[src/rtl/hs_tx_ctrl.sv]
// Framing controller feeding a 10-bit LSB-first shift register: one-entry holding
// register on a valid/ready handshake, back-to-back symbols, IDLE_WORD on underrun.
module hs_tx_ctrl #(
  parameter int unsigned BIT_DIV   = 1,
  parameter logic [9:0]  IDLE_WORD = 10'b1101010100
) (
  input  logic       clk,
  input  logic       n_rst,
  input  logic       tx_en,
  input  logic       in_valid,
  input  logic [9:0] in_data,
  output logic       in_ready,
  output logic [9:0] parallel_out,
  output logic       load_enable,
  output logic       shift_enable,
  output logic       busy,
  output logic       underrun,
  output logic       word_done
);

  typedef enum logic [1:0] {StIdle, StLoad, StShift} state_e;

  localparam logic [3:0] DivMax = 4'(BIT_DIV - 1);

  state_e     state_q, state_d;
  logic       hold_full_q, hold_full_d;
  logic [9:0] hold_data_q, hold_data_d;
  logic [3:0] bit_cnt_q, bit_cnt_d;
  logic [3:0] div_cnt_q, div_cnt_d;
  logic [9:0] pout_q, pout_d;

  logic       accept;
  logic       bit_tick;
  logic       last_bit;
  logic [9:0] load_word;

  // Output decode uses only registered state, so no in_* reaches the hs_sr controls.
  always_comb begin
    in_ready     = !hold_full_q || (state_q == StLoad);
    accept       = in_valid && in_ready;
    bit_tick     = (state_q == StShift) && (div_cnt_q == DivMax);
    last_bit     = bit_tick && (bit_cnt_q == 4'd9);
    load_word    = hold_full_q ? hold_data_q : IDLE_WORD;
    load_enable  = (state_q == StLoad);
    shift_enable = bit_tick;
    word_done    = last_bit;
    underrun     = (state_q == StLoad) && !hold_full_q;
    busy         = (state_q != StIdle);
    parallel_out = (state_q == StLoad) ? load_word : pout_q;
  end

  always_comb begin
    state_d     = state_q;
    hold_full_d = hold_full_q;
    hold_data_d = hold_data_q;
    bit_cnt_d   = bit_cnt_q;
    div_cnt_d   = div_cnt_q;
    pout_d      = pout_q;

    // A word accepted during LOAD refills the slot being consumed this cycle.
    if (accept) begin
      hold_full_d = 1'b1;
      hold_data_d = in_data;
    end else if (state_q == StLoad) begin
      hold_full_d = 1'b0;
    end

    unique case (state_q)
      StIdle: begin
        if (tx_en) state_d = StLoad;
      end
      StLoad: begin
        pout_d    = load_word;
        bit_cnt_d = 4'd0;
        div_cnt_d = 4'd0;
        state_d   = StShift;
      end
      StShift: begin
        if (bit_tick) begin
          div_cnt_d = 4'd0;
          bit_cnt_d = bit_cnt_q + 4'd1;
          if (last_bit) state_d = tx_en ? StLoad : StIdle;
        end else begin
          div_cnt_d = div_cnt_q + 4'd1;
        end
      end
      default: state_d = StIdle;
    endcase
  end

  always_ff @(posedge clk) begin
    if (n_rst) begin
      state_q     <= StIdle;
      hold_full_q <= 1'b0;
      hold_data_q <= 10'd0;
      bit_cnt_q   <= 4'd0;
      div_cnt_q   <= 4'd0;
      pout_q      <= 10'd0;
    end else begin
      state_q     <= state_d;
      hold_full_q <= hold_full_d;
      hold_data_q <= hold_data_d;
      bit_cnt_q   <= bit_cnt_d;
      div_cnt_q   <= div_cnt_d;
      pout_q      <= pout_d;
    end
  end

endmodule

[config.mk]
export PLATFORM = sky130hd
export DESIGN_NAME = hs_tx_ctrl
export DESIGN_NICKNAME = d
export VERILOG_FILES = /design/src/rtl/hs_tx_ctrl.sv
export SDC_FILE = /design/constraint.sdc
export NUM_CORES = 1
export LEC_CHECK = 0
export BUFFER_PORTS_ARGS = -buffer_cell sky130_fd_sc_hd__buf_2
export CAP_MARGIN = 15
export CORE_MARGIN = 2
export CORE_UTILIZATION = 50
export CTS_BUF_LIST = sky130_fd_sc_hd__clkbuf_2
export CTS_CLUSTER_SIZE = 40
export DETAILED_ROUTE_END_ITERATION = 10
export HOLD_SLACK_MARGIN = 0.03
export PLACE_DENSITY = 0.79
export SLEW_MARGIN = 40
export SYNTH_ARGS = -nofsm -noshare
export SYNTH_HDL_FRONTEND = slang
export SYNTH_SLANG_ARGS = --single-unit
[constraint.sdc]
create_clock -name clk -period 4.7 [get_ports clk]
set_clock_uncertainty 0.15 [all_clocks]
set_input_delay 0.94 -clock clk [delete_from_list [all_inputs] [get_ports clk]]
set_output_delay 0.94 -clock clk [all_outputs]
set_load 0.005 [all_outputs]
==> results of run 1 <==
==> routing by layer <==
layer	vias to the layer above	track usage	part of all wire
met3	8	0.0476	0.041
met5	-	0	0
li1	612	-	-
met2	26	0.292	0.47
met1	538	0.211	0.46
met4	0	0.120	0.024
==> area by class of cell <==
type,instances,area share
clock inverter,2,0.00471
inverter,18,0.0424
timing repair buffer,29,0.0911
sequential,31,0.389
clock buffer,6,0.0188
tap,31,0.0243
multi-input combinational,113,0.429
==> cell families (layout without fill, tap and decap cells) <==
kind of cell    after synthesis  after routing  synth area share
simple gates                 69             69             0.251
compound gates               31             31             0.133
flops                        31             31             0.442
buf+inv                      26             55            0.0712
fa+ha+maj                     8              8            0.0712
xor+xnor                      4              4            0.0249
mux                           1              1           0.00712
==> synth_stat cells, types with 2 or more instances <==
| master | count | share of area |
|---|---|---|
| a21oi_1 | 15 | 0.053 |
| nand2_1 | 14 | 0.037 |
| nand2b_1 | 5 | 0.022 |
| inv_1 | 17 | 0.045 |
| ha_1 | 8 | 0.071 |
| buf_2 | 2 | 0.0071 |
| clkbuf_1 | 6 | 0.016 |
| o21ai_0 | 5 | 0.018 |
| nand3_1 | 17 | 0.061 |
| xor2_1 | 3 | 0.019 |
| nor2_1 | 15 | 0.040 |
| nor2b_1 | 12 | 0.053 |
| a31oi_1 | 5 | 0.022 |
| dfxtp_1 | 31 | 0.44 |
==> critical path, stage by stage (launching register included) <==
cell	delay [ns]
dfxtp_1	0.36
inv_1	0.08
ha_1	0.64
nand2b_1	0.45
buf_2	0.19
==> registers in the layout (all words and copies together), names as in the netlist <==
signal and flops:
hold_data_q 10, pout_q 10, bit_cnt_q 4, div_cnt_q 4
state_q 2, hold_full_q 1
==> where the power goes <==
group,internal [mW],switching [mW]
clock network,0.0358,0.0871
logic,0.0545,0.0664
registers,0.281,0.0126
total,0.371,0.166
==> metrics by stage <==
stage                      util  instance area [um^2]  instances  hold WS, ns
after floorplan               -                  1410        170        0.286
after global placement    0.574                  1560        222        0.294
after detailed placement  0.574                  1560        222        0.297
after CTS                 0.588                  1590        230        0.317
after global routing      0.588                  1590        230        0.341
final                     0.588                  1590        230        0.317
==> worst max-delay path by stage <==
stage                      end  cells past startpoint
2_1_floorplan  parallel_out[3]                      4
3_3_place_gp          in_ready                      4
3_5_place_dp          in_ready                      4
4_1_cts               in_ready                      4
5_1_grt               in_ready                      4
6_report              in_ready                      4
==> impl_metrics.json, run 1 <==
{
  "fin_crit_sh": 0.677,
  "initial_core_util": 0.518,
  "power_uw": 537,
  "cts_root_buf": "clkbuf_2",
  "dieArea_mm2": 0.00325,
  "power.leakage_nw": 0.684,
  "seq_area_frac_synth": 0.442,
  "htree_levels": 2,
  "status": "completed",
  "layout_commonest_cell": "dfxtp_1",
  "worstSetupStartpoint": "state_q[1]$_SDFFE_PP0P_",
  "power_density_mw_per_mm2": 337,
  "cts_tree": "yes",
  "required_ns": 3.61,
  "max-slew-margin-rel": 0.501,
  "cap_violations": 0,
  "gr-total-overflow": 0,
  "core_area_mm2": 0.00271,
  "hold_buffers": 0,
  "num-nets-final": 220,
  "numCtsBuffers": 5,
  "dp.final_hpwl_mm": 1.92,
  "cp_max_fo": 25,
  "yosysWarnings": 0,
  "timing.reg2reg.setup_slack_ns": 2.37,
  "r2r-start": "state_q[1]$_SDFFE_PP0P_",
  "cts_setup_buffers": 0,
  "firstDrtPassIters": 4,
  "syn_area_per_cell_um2": 8.27,
  "async_flop_share": 0,
  "die_width_um": 57.0,
  "synth_cell_type_count": 29,
  "setup_violations": 0,
  "worst_pin_slew_ns": 0.748,
  "end_kind": "output pin",
  "syn_inst": 170,
  "hold_path_depth": 2,
  "setup_ws_ns": 1.52,
  "synth-edff-count": 0,
  "globalRouteTotalUtil": 0.181,
  "routedWlPerCell_um": 11.6,
  "irDropWorstVdd_v": 0.000231,
  "finalSetupTns_ns": 0,
  "syn_nets": 192,
  "gp_congestion": 0.787,
  "antenna_cells": 0,
  "areaGrowthSynthToFinish_pct": 13.4,
  "setup.worst_path.start_class": "flop",
  "routed_wl_mm": 2.68,
  "post_drt_via_cell_ratio": 5.15,
  "synth_ff_type": "dfxtp_1",
  "r2r_cells": 6,
  "rsz0062_at_grt": "no",
  "slew_violations": 0,
  "drtAntennaViolNets": 0,
  "grt_pass1_vias": 1089,
  "arrival_ns": 2.09,
  "fillCellCount": 240,
  "drt-initial-drc-count": 52,
  "port-buffer-count": 29,
  "grt_max_degree": 32,
  "hold_violations": 0,
  "drc": 0,
  "r2r_end": "hold_data_q[5]$_SDFFE_PP0P_",
  "drive_gt1_frac": 0.201,
  "syn_area_mm2": 0.00141,
  "min_delay_worst_endpoint": "hold_data_q[4]$_SDFFE_PP0P_",
  "path_clk_slew_ns": 0.15,
  "ys_ff_latch": 31,
  "hp-class": "flop to flop",
  "min_period_ns": 3.18,
  "clock_path_buffers": 2,
  "clkLatencyLatePin_ns": 0.37,
  "regArea_um2": 621,
  "multi_input_area_um2": 684,
  "holdCritStartpoint": "hold_data_q[4]$_SDFFE_PP0P_",
  "num_io_pins": 30,
  "critPathKind": "flop to output pin",
  "rows": 19,
  "fp.dieH_um": 57.0,
  "antenna_found_initial": 0,
  "clkSinkCount": 31,
  "final_cell_mix": "dfxtp_1 (31), buf_2 (29), inv_1 (17), nand3_1 (17)",
  "post_cts_resized": 0,
  "dr_total_vias": 1184,
  "fmax_ghz": 0.314,
  "grt_pass1_wl_mm": 4.55,
  "post-place-ws_ns": 1.93
}
Power figures use the tool's default switching activity.
==> inputs of run 2 (changes only) <==
--- a/config.mk
+++ b/config.mk
@@ -13,7 +13,7 @@
 export CTS_CLUSTER_SIZE = 40
 export DETAILED_ROUTE_END_ITERATION = 10
 export HOLD_SLACK_MARGIN = 0.03
-export PLACE_DENSITY = 0.79
+export PLACE_DENSITY = 0.82
 export SLEW_MARGIN = 40
 export SYNTH_ARGS = -nofsm -noshare
 export SYNTH_HDL_FRONTEND = slang
==> constraint.sdc (replaced) <==
create_clock -name clk -period 2.65 [get_ports clk]
set_clock_uncertainty 0.15 [all_clocks]
set_input_delay 0.53 -clock clk [delete_from_list [all_inputs] [get_ports clk]]
set_output_delay 0.53 -clock clk [all_outputs]
set_load 0.005 [all_outputs]
==> impl_metrics.json, run 2 (synthesis results as in run 1) <==
{
  "status": "completed",
  "drive_gt1_frac": 0.215,
  "max-slew-margin-rel": 0.617,
  "antenna_cells": 0,
  "grt_pass1_vias": 1065,
  "core_area_mm2": 0.00271,
  "post_drt_via_cell_ratio": 5.00,
  "routedWlPerCell_um": 11.3,
  "power_density_mw_per_mm2": 595,
  "num-nets-final": 221,
  "end_kind": "output pin",
  "dieArea_mm2": 0.00325,
  "grt_max_degree": 32,
  "required_ns": 1.97,
  "fmax_ghz": 0.415,
  "layout_commonest_cell": "dfxtp_1",
  "worst_pin_slew_ns": 0.574,
  "fillCellCount": 278,
  "drtAntennaViolNets": 0,
  "hold_buffers": 0,
  "globalRouteTotalUtil": 0.179,
  "switching_share": 0.306,
  "cts_setup_buffers": 0,
  "seqPwrFrac": 0.544,
  "hp-class": "input pin to flop",
  "hold_violations": 0,
  "r2r_cells": 6,
  "post_cts_resized": 0,
  "slew_violations": 0,
  "drt-initial-drc-count": 35,
  "final_cell_mix": "dfxtp_1 (31), buf_2 (29), inv_1 (17), nand3_1 (17)",
  "initial_core_util": 0.518,
  "critPathKind": "flop to output pin",
  "setup.worst_path.start_class": "flop",
  "numCtsBuffers": 5,
  "dr_total_vias": 1154,
  "arrival_ns": 1.73,
  "cts_root_buf": "clkbuf_2",
  "fin_crit_sh": 0.909,
  "path_delay_family": "buffers and inverters",
  "htree_levels": 2,
  "rows": 19,
  "p_int_uw": 663,
  "firstDrtPassIters": 4,
  "die_width_um": 57.0,
  "timing.reg2reg.setup_slack_ns": 0.80,
  "dp.final_hpwl_mm": 1.84,
  "cp_slowest_cell": "dfxtp_1",
  "power_uw": 955,
  "regArea_um2": 621,
  "worstPathCellList": "inv_1 > ha_2 > buf_4 > nor2_1 > a31oi_1 > buf_2",
  "setup_ws_ns": 0.241,
  "rsz0062_at_grt": "no",
  "hold_path_depth": 3,
  "routed_wl_mm": 2.62,
  "setup_violations": 0,
  "clock_path_buffers": 2,
  "min_period_ns": 2.41,
  "cp_max_fo": 15,
  "fin_util": 0.593,
  "post-place-ws_ns": 0.484,
  "gr-total-overflow": 0,
  "multi_input_area_um2": 689,
  "path_buf_inv": 3,
  "place_inst": 223,
  "r2r_end": "hold_data_q[5]$_SDFFE_PP0P_",
  "clkLatencyLatePin_ns": 0.37,
  "power.leakage_nw": 0.688,
  "port-buffer-count": 29,
  "cts_tree": "yes",
  "comb_power_share": 0.228,
  "grt_pass1_wl_mm": 4.44,
  "stdcell_count": 231,
  "cap_violations": 0,
  "num_io_pins": 30,
  "holdCritStartpoint": "in_data[8]",
  "power_frac_clock": 0.228,
  "fp.dieH_um": 57.0,
  "min_delay_worst_endpoint": "hold_data_q[8]$_SDFFE_PP0P_",
  "slowest_delay_ns": 0.36,
  "gp_congestion": 0.746,
  "clkSinkCount": 31,
  "r2r-start": "state_q[1]$_SDFFE_PP0P_",
  "switchingPower_uw": 293,
  "drc": 0,
  "reg_top3": "hold_data_q: 10 flops, pout_q: 10 flops",
  "areaGrowthSynthToFinish_pct": 14.3,
  "irDropWorstVdd_v": 0.000342,
  "antenna_found_initial": 0,
  "path_clk_slew_ns": 0.15,
  "finalSetupTns_ns": 0
}
-- run 2: cell count changes in the layout (fill, tap and decap cells not counted), sizes merged --
cell | before | now
buf | 29 | 30
-- run 2: worst max path at each step --
stage                             from  cells after the start         endpoint
3_3_place_gp   state_q[1]$_SDFFE_PP0P_                      4         in_ready
5_1_grt        state_q[1]$_SDFFE_PP0P_                      6  parallel_out[6]
2_1_floorplan  state_q[1]$_SDFFE_PP0P_                      4  parallel_out[3]
6_report       state_q[1]$_SDFFE_PP0P_                      6  parallel_out[8]
4_1_cts        state_q[1]$_SDFFE_PP0P_                      4         in_ready
3_5_place_dp   state_q[1]$_SDFFE_PP0P_                      4         in_ready
-- run 2: area by class of cell --
class                           instances  area share
Clock buffer                            6      0.0187
Clock inverter                          2     0.00467
Inverter                               18      0.0421
Multi-Input combinational cell        113       0.429
Sequential cell                        31       0.386
Tap cell                               31      0.0241
Timing Repair Buffer                   30      0.0950
-- run 2: metrics by stage --
step	area, um^2	hold slack (ns)
6_report	1610	0.239
5_1_grt	1610	0.220
4_1_cts	1600	0.221
3_5_place_dp	1560	0.296
3_3_place_gp	1560	0.293
2_1_floorplan	1410	0.286
-- run 2: layer usage --
layer  up-vias  routed length, um  track usage
met2        30               1200        0.287
met5         -                  0            0
met1       500               1210        0.208
met3         8                149       0.0499
met4         0                 56        0.120
li1        616                  -            -
-- run 2: power by group through the flow --
| stage | clock (mW) | combinational, mW | sequential (mW) |
|---|---|---|---|
| 2_1_floorplan | 0 | 0.156 | 0.523 |
| 3_5_place_dp | 0 | 0.218 | 0.530 |
| 3_3_place_gp | 0 | 0.214 | 0.529 |
| 5_1_grt | 0.243 | 0.246 | 0.524 |
| 6_report | 0.218 | 0.218 | 0.520 |
| 4_1_cts | 0.228 | 0.218 | 0.520 |
-- run 2: worst register-to-register path: cells and delay by family, from the launching register on --
kind                       cells  cell delay (ns)
AOI/OAI and AO/OA              1             0.07
and+or+nand+nor                3             0.74
adders and majority gates      1             0.33
buffers and inverters          1             0.08
DFF                            1             0.36
